<file path="src/rtl/fifo_stream_drain.sv">
// fifo_stream_drain: pops a synchronous FIFO into a 3-entry buffer and presents it as a
// framed valid/ready stream with a running beat count.
module fifo_stream_drain #(
  parameter int DATA_WIDTH = 8,
  parameter int PKT_LEN = 4,
  parameter int CNT_WIDTH = 16
) (
  input  logic                  clk,
  input  logic                  rst,
  input  logic                  enable,
  input  logic                  fifo_empty,
  output logic                  fifo_rd_en,
  input  logic [DATA_WIDTH-1:0] fifo_data,
  output logic                  m_valid,
  input  logic                  m_ready,
  output logic [DATA_WIDTH-1:0] m_data,
  output logic                  m_last,
  output logic [CNT_WIDTH-1:0]  word_count,
  output logic                  busy
);
  localparam int BW = PKT_LEN > 1 ? $clog2(PKT_LEN) : 1;
  localparam logic [BW-1:0] LAST_BEAT = BW'(PKT_LEN - 1);
  logic [DATA_WIDTH-1:0] buf_mem [3];
  logic [1:0] head, tail, buf_cnt;
  logic inflight, pop;
  logic [BW-1:0] beat_cnt;
  // a read is only issued when a slot is guaranteed for it, counting the word still in flight
  assign fifo_rd_en = rst & enable & ~fifo_empty & (({1'b0, buf_cnt} + {2'b0, inflight}) < 3'd3);
  assign m_valid = buf_cnt != 2'd0;
  assign m_data = buf_mem[head];
  assign m_last = m_valid & (beat_cnt == LAST_BEAT);
  assign busy = m_valid | inflight;
  assign pop = m_valid & m_ready;
  always_ff @(posedge clk or negedge rst)
    if (!rst) begin
      buf_mem <= '{default: '0};
      head <= '0;
      tail <= '0;
      buf_cnt <= '0;
      inflight <= 1'b0;
      beat_cnt <= '0;
      word_count <= '0;
    end else begin
      inflight <= fifo_rd_en;
      if (inflight) begin
        buf_mem[tail] <= fifo_data;
        tail <= tail == 2'd2 ? 2'd0 : tail + 2'd1;
      end
      if (pop) begin
        head <= head == 2'd2 ? 2'd0 : head + 2'd1;
        beat_cnt <= beat_cnt == LAST_BEAT ? '0 : beat_cnt + BW'(1);
        word_count <= word_count + CNT_WIDTH'(1);
      end
      buf_cnt <= buf_cnt + {1'b0, inflight} - {1'b0, pop};
    end
endmodule

</file>
<file path="config.mk">
export PLATFORM = sky130hd
export DESIGN_NAME = fifo_stream_drain
export DESIGN_NICKNAME = d
export VERILOG_FILES = /design/src/rtl/fifo_stream_drain.sv
export SDC_FILE = /design/constraint.sdc
export NUM_CORES = 1
export LEC_CHECK = 0
export ABC_AREA = 1
export BUFFER_PORTS_ARGS = -buffer_cell sky130_fd_sc_hd__buf_2
export CAP_MARGIN = 20
export CORE_MARGIN = 1
export CORE_UTILIZATION = 40
export CTS_BUF_LIST = sky130_fd_sc_hd__clkbuf_4
export DETAILED_ROUTE_END_ITERATION = 10
export SYNTH_ARGS = -nofsm -noshare
export SYNTH_HDL_FRONTEND = slang
export SYNTH_SLANG_ARGS = --single-unit
</file>
<file path="constraint.sdc">
create_clock -name clk -period 2.4 [get_ports clk]
set_clock_uncertainty 0.1 [all_clocks]
set_input_delay 0.48 -clock clk [delete_from_list [all_inputs] [get_ports clk]]
set_output_delay 0.48 -clock clk [all_outputs]
set_load 0.005 [all_outputs]
</file>
Yosys cells after proc, flatten, opt, wreduce, memory -nomap -nowiden:

Index checks and enable logic that the tools add are counted.

* multiplexer cells: 9
* bitwise logic cells: 9
* equality and inequality tests: 3
* $lt $le $gt $ge: 4
* reductions and logical operators: 2
* $add $sub $neg: 7

Operators with widths (count)
* 24-bit bitwise mux: 1
* 8-bit 2-to-1 mux: 3
* 16-bit by 1-bit adder with 16-bit output (second input constant): 1
* 8-bit binary-select mux with 2-bit select: 1
* 8-bit demux with 2-bit select: 1
* 2-bit by 1-bit adder with 2-bit output (second input constant): 3
* 2-bit equality test (second input constant): 3
* 3-bit >= comparator (second input constant): 2
* 2-bit 2-to-1 mux: 3
* 2-bit NOT with 3-bit output: 2
* 1-bit bitwise AND: 5
* 2-bit by 1-bit adder with 3-bit output: 1
* 3-bit by 1-bit < comparator with 1-bit output (second input constant): 1
* 3-bit by 2-bit < comparator with 1-bit output (second input constant): 1
* 2-bit by 1-bit adder with 2-bit output: 1
* 2-bit nonzero test: 1
* 2-bit by 1-bit subtractor with 2-bit output: 1
* 1-bit logical AND: 1
* 1-bit NOT: 1
* 1-bit bitwise OR: 1

* input bits: 13
* output and inout bits: 28
* register bits after elaboration: 49
* logic and storage cells: 43

Logic depth before layout (Yosys ltp):

Gate-level depths: netlist (run 1).

* depth in word-level cells: 6
* mapped depth: 9
* depth with buffers taken out: 9

Least setup slack after synthesis (run 1):

No wires, ideal clock.

* path kind: register -> output
* from: register inflight
* to: output fifo_rd_en
* required time: 1.820 ns
* arrival: 1.525 ns
* setup slack: 0.295 ns
* buffers on the path: 0
* cell stages (with the launch flop): 4
* cell sequence: dfrtp_1 -> ha_1 -> ha_1 -> a2111oi_0

* longest elaborated chain between the ends: 3

RTL lines
* start, declared: line 25 `logic inflight, pop;`
* start signal, assigned: line 44 `inflight <= fifo_rd_en;`
* 2-bit by 1-bit adder with 3-bit output: line 28 `assign fifo_rd_en = rst & enable & ~fifo_empty & (({1'b0, buf_cnt} + {2'b0, inflight}) < 3'd3);`
* 3-bit by 2-bit < comparator with 1-bit output: line 28
* 1-bit bitwise AND: line 28
* end, declared: line 12 `output logic fifo_rd_en,`

No other way between the ends.

Final worst setup path (run 1):

* from: register buf_cnt[0]
* to: output fifo_rd_en

* longest elaborated chain between the ends: 3

RTL lines
* start, declared: line 24 `logic [1:0] head, tail, buf_cnt;`
* start signal, assigned: line 54 `buf_cnt <= buf_cnt + {1'b0, inflight} - {1'b0, pop};`
* 2-bit by 1-bit adder with 3-bit output: line 28
* 3-bit by 2-bit < comparator with 1-bit output: line 28
* 1-bit bitwise AND: line 28

No other way between the ends.

==> flow_summary.ini, run 1 <==
[sta]
finalSetupTns_ns = 0
slew_violations = 0
setup_ws_ns = 0.126
setup_violations = 0
maxSlewHeadroom = 0.570
fmax_mhz = 440
period_share = 0.947
tightestPinTransition_ns = 0.646
rsz0062_at_grt = no
final_hold_viol_count = 0
fin_crit_ns = 2.27

[cts]
cts_tree = yes
root_buffer = clkbuf_4
h-tree-depth = 2
cts_sinks = 49
cts_buffers = 5
clk_latency_ns = 0.36
cts_hold_buf = 0
clk_pin_slew_ns = 0.14
clock_path_buffers = 2

[yosys]
synth_mux_area_frac = 0
syn-instance-count = 265
post_synth_num_cell_types = 26
synth_top_family_by_area = simple AND/OR/NAND/NOR gates
synthTopCellsByArea = dfrtp_1 (50%), nand2_1 (12%), o21ai_2 (6.1%), inv_1 (4.6%), ha_1 (3.1%)
synthAdderAreaFrac = 0.0308
synth_top_cell_by_area = dfrtp_1
synth_compound_area_frac = 0.100
ys_seq_area_frac = 0.503
synth-seq-cells = 49
synth_area_um2 = 2440
yosys.area_share.xor_xnor = 0.0431
synth_warnings = 0
syn-num-nets = 284
synth_top_area_frac = 0.503
synthSimpleGateAreaFrac = 0.255
synth.avg_cell_area_um2 = 9.19

[drt]
wire_per_inst_um = 11.9
drt-total-wl_um = 4660
initialDrtViolationCount = 98
ant_nets = 0
vias_per_cell = 4.62
drc = 0
first_pass_iters = 4
num_vias = 1805

[global_route]
antenna_found_initial = 0
grt_start_max_net_pins = 50
grt_use_total = 0.166
grt_pass1_vias = 1764
grt_pass1_wl_um = 8070
grt_remaining_overflow = 0

[pwr]
power_density_nw_per_um2 = 1090
ir_drop_mv = 0.538
power.leakage_nw = 1.47
power_w = 0.00312

[final_layout]
fillers = 601
final_nets = 334
final_cell_mix = nand2_1 (81), dfrtp_1 (49), buf_2 (40)
areaGrowthSynthToFinish_pct = 17.2
regArea_um2 = 1230
multiInputGateArea_um2 = 1080
final_core_util = 0.485
n_antenna_cell = 0
final_common_cell = nand2_1
drive_gt1_frac = 0.307

[flow_run]
drv_cap = 0

[setup_path]
path_max_fanout = 2
crit_path_start_kind = register
slowest_delay_ns = 0.41
worstSetupPathType = register to output pin
cp.arrival_ns = 1.69
required_ns = 1.82
crit_chain = ha_2, ha_4, a2111oi_4, buf_2
reg2reg_slack_ns = 0.46
endpoint_kind = output pin
cp_slowest_cell = dfrtp_1

[die]
initial_core_util = 0.414
core_area_um2 = 5890
die_w_um = 80.0
fp-row-count = 28
io_pins = 41
dieArea_um2 = 6410
die_y_um = 80.0

[placed_design]
place_ws_ns = 0.176
routabilityCongestion = 0.710
portBuffers = 40
dp_hpwl_um = 3260

[status]
status = complete, no violations

[worst_hold_path]
hp-class = input port to asynchronous set/reset pin
## path summary, 6_finish.rpt
path,cells after the start,startpoint,to
min in group clk,2,fifo_empty,inflight$_DFF_PN0_
setup reg to reg,9,buf_cnt[0]$_DFF_PN0_,buf_cnt[1]$_DFF_PN0_
hold reg to reg,2,buf_mem[20]$_DFFE_PN0P_,buf_mem[20]$_DFFE_PN0P_
hold / removal,2,rst,buf_mem[7]$_DFFE_PN0P_
setup / recovery,4,buf_cnt[0]$_DFF_PN0_,fifo_rd_en
max in group asynchronous,2,rst,buf_mem[22]$_DFFE_PN0P_
## layout make-up
cell class / instances / share of cell area
multi-input combinational: 179 / 0.378
tap: 75 / 0.0329
clock inverter: 2 / 0.0118
timing repair buffer: 47 / 0.0886
clock buffer: 6 / 0.0158
sequential: 49 / 0.430
inverter: 33 / 0.0434
## per-stage QoR
step	hold WS, ns	cells	area (µm²)
6_report	0.150	391	2850
4_1_cts	0.173	390	2830
5_1_grt	0.177	391	2850
3_3_place_gp	0.366	381	2730
2_1_floorplan	0.0844	265	2440
3_5_place_dp	0.368	381	2730
## metal layers
metal	global-route usage	part of all wire	vias to the layer above
met4	0.0571	0.013	0
met1	0.221	0.49	825
met2	0.266	0.45	40
met3	0.0343	0.039	7
li1	-	-	933
met5	0	0	-
## kinds of logic after synthesis
family                     Yosys count
adders and majority gates            6
buffers and inverters               37
AOI/OAI and AO/OA                   33
and+or+nand+nor                    128
DFF                                 49
xor gates and xnor gates            12
## timing repair
item | CTS | global route
buffers inserted | 1 | 1
endpoints found under the setup margin | 1 | 1
gates resized for setup | 3 | 2
pin swaps | 1 | 1
## critical path, delay by kind of cell, from the launching register on
kind / cells / cell delay [ns]
adder cells (fa/ha/maj): 2 / 0.42
buffers and inverters: 1 / 0.17
flip-flops: 1 / 0.41
AO/OA/AOI/OAI: 1 / 0.35
## flip-flops by register name, summed over array words and instances (netlist names)
name	count
tail	2
buf_mem	24
buf_cnt	2
head	2
inflight	1
word_count	16
beat_cnt	2
## cell usage after synthesis, drive strengths merged
cell type / count
a2111oi: 1
buf: 4
dfrtp: 49
ha: 6
inv: 33
nand2: 87
nand3: 17
nand3b: 1
nand4: 3
nor2: 20
o21a: 1
o21ai: 29
o21bai: 2
xnor2: 4
xor2: 8
## where the power goes
group          total (W)  internal [W]  switching [W]  leakage, nW
sequential       0.00137       0.00115       0.000225        0.592
clock           0.000495      0.000229       0.000267       0.0433
combinational    0.00126      0.000575       0.000683        0.830
Note: power is estimated with default switching activity, not from simulation.
==> inputs of run 2 (changes only) <==
==> constraint.sdc (replaced) <==
create_clock -name clk -period 2.4 [get_ports clk]
set_clock_uncertainty 0.1 [all_clocks]
set_input_delay 0.36 -clock clk [delete_from_list [all_inputs] [get_ports clk]]
set_output_delay 0.36 -clock clk [all_outputs]
set_load 0.005 [all_outputs]
==> flow_summary.ini, run 2 (synthesis results as in run 1) <==
[final_layout]
final_cell_mix = nand2_1 (81), dfrtp_1 (49), buf_2 (40)
regArea_um2 = 1230
stdcell_area_um2 = 2790
fillers = 598
n_antenna_cell = 0
finalNonFillerCells = 388
final_common_cell = nand2_1
drive_gt1_frac = 0.297
largestRegisters = buf_mem: 24 flops, word_count: 16 flops
multiInputGateArea_um2 = 1060
regMostFlops = buf_mem
largest_reg_flops = 24
final_nets = 331
areaGrowthSynthToFinish_pct = 14.6

[global_route]
antenna_found_initial = 0
grt_remaining_overflow = 0
grt_start_max_net_pins = 50
grt_pass1_wl_um = 7810
grt_use_total = 0.164
grt_pass1_vias = 1714

[drt]
num_vias = 1784
first_pass_iters = 4
initialDrtViolationCount = 92
drt-total-wl_um = 4600
ant_nets = 0
drc = 0
vias_per_cell = 4.60
wire_per_inst_um = 11.8

[placed_design]
place_area_um2 = 2710
dp_cells = 379
portBuffers = 40
dp_hpwl_um = 3190
routabilityCongestion = 0.731

[sta]
maxSlewHeadroom = 0.553
slew_violations = 0
rsz0062_at_grt = no
fin_crit_ns = 2.25
setup_violations = 0
fmax_mhz = 445
tightestPinTransition_ns = 0.668
final_hold_viol_count = 0
period_share = 0.936
finalSetupTns_ns = 0

[cts]
root_buffer = clkbuf_4
cts_buffers = 5
clk_pin_slew_ns = 0.14
clk_latency_ns = 0.38
cts_tree = yes
cts_sinks = 49
clock_path_buffers = 2
h-tree-depth = 2

[setup_path]
reg2reg_slack_ns = 0.57
endpoint_kind = output pin
cp.arrival_ns = 1.79
required_ns = 1.94
cp_slowest_cell = dfrtp_1
slowest_delay_ns = 0.41
worstSetupPathType = register to output pin
crit_family = adder cells
reg2reg_to = buf_cnt[1]$_DFF_PN0_
worstReg2RegStart = buf_cnt[0]$_DFF_PN0_
path_max_fanout = 2
r2r_cells = 8
crit_top_cell = ha_1
crit_path_start_kind = register
crit_chain = ha_1, ha_1, a2111oi_4, buf_2
cp_num_buf_inv = 1

[die]
core_area_um2 = 5890
initial_core_util = 0.414
die_y_um = 80.0
die_w_um = 80.0
io_pins = 41
fp-row-count = 28
dieArea_um2 = 6410

[pwr]
power.leakage_nw = 1.44
power_density_nw_per_um2 = 1060
power_w = 0.00296
ir_drop_mv = 0.435

[status]
status = complete, no violations

[worst_hold_path]
hp-class = input port to asynchronous set/reset pin

[flow_run]
drv_cap = 0
-- run 2: cell types whose count changed in the layout (fill, tap and decap cells not counted), sizes merged --
cell | before | now
bufinv | 1 | 0
clkinv | 1 | 2
buf | 47 | 44
clkinvlp | 0 | 1
clkbuf | 6 | 5
-- run 2: timing repair --
item / in CTS / in global routing
setup buffers: 1 / 0
hold buffers: 0 / 0
pin swaps: 0 / 1
resized for setup: 2 / 1
endpoints found under the setup margin: 1 / 1
-- run 2: metal layers --
layer	global-route usage	part of all wire	vias to the layer above
li1	-	-	932
met1	0.204	0.48	813
met2	0.275	0.47	32
met3	0.0343	0.033	7
met4	0.0696	0.017	0
met5	0	0	-
-- run 2: stage by stage --
step,util,hold WS (ns),setup slack (ns)
5_1_grt,0.474,0.0512,0.0415
2_1_floorplan,-,-0.0356,0.415
4_1_cts,0.472,0.0303,0.0579
3_5_place_dp,0.461,0.368,0.263
6_report,0.474,0.0195,0.155
3_3_place_gp,0.461,0.366,0.378
-- run 2: how the worst max path moves through the flow --
stage                         startpoint         end  slack, ns  cells past startpoint
floorplan             inflight$_DFF_PN0_  fifo_rd_en       0.42                      3
global route        buf_cnt[0]$_DFF_PN0_  fifo_rd_en       0.04                      4
CTS                 buf_cnt[0]$_DFF_PN0_  fifo_rd_en       0.06                      4
detailed placement  buf_cnt[0]$_DFF_PN0_  fifo_rd_en       0.26                      4
global placement    buf_cnt[0]$_DFF_PN0_  fifo_rd_en       0.38                      4
finish              buf_cnt[0]$_DFF_PN0_  fifo_rd_en       0.15                      4
-- run 2: worst register-to-register path: cells and delay by family (launching register included) --
kind / cells / cell delay, ns
xor gates and xnor gates: 2 / 0.32
DFF: 1 / 0.41
adders and majority gates: 2 / 0.47
and+or+nand+nor: 2 / 0.29
buffers and inverters: 2 / 0.19
-- run 2: power by group --
group | switching (W) | leakage [nW] | internal (W) | total, W
registers | 0.000226 | 0.592 | 0.00115 | 0.00137
logic | 0.000674 | 0.818 | 0.000533 | 0.00121
clock network | 0.000276 | 0.0310 | 0.000111 | 0.000387
-- run 2: final cells by class --
type,count,share of cell area
flip-flops and latches,49,0.439
multi-input cells,179,0.381
repair buffers,44,0.0824
inverters,33,0.0444
well taps,75,0.0336
clock buffers,5,0.0134
clock inverters,3,0.00627
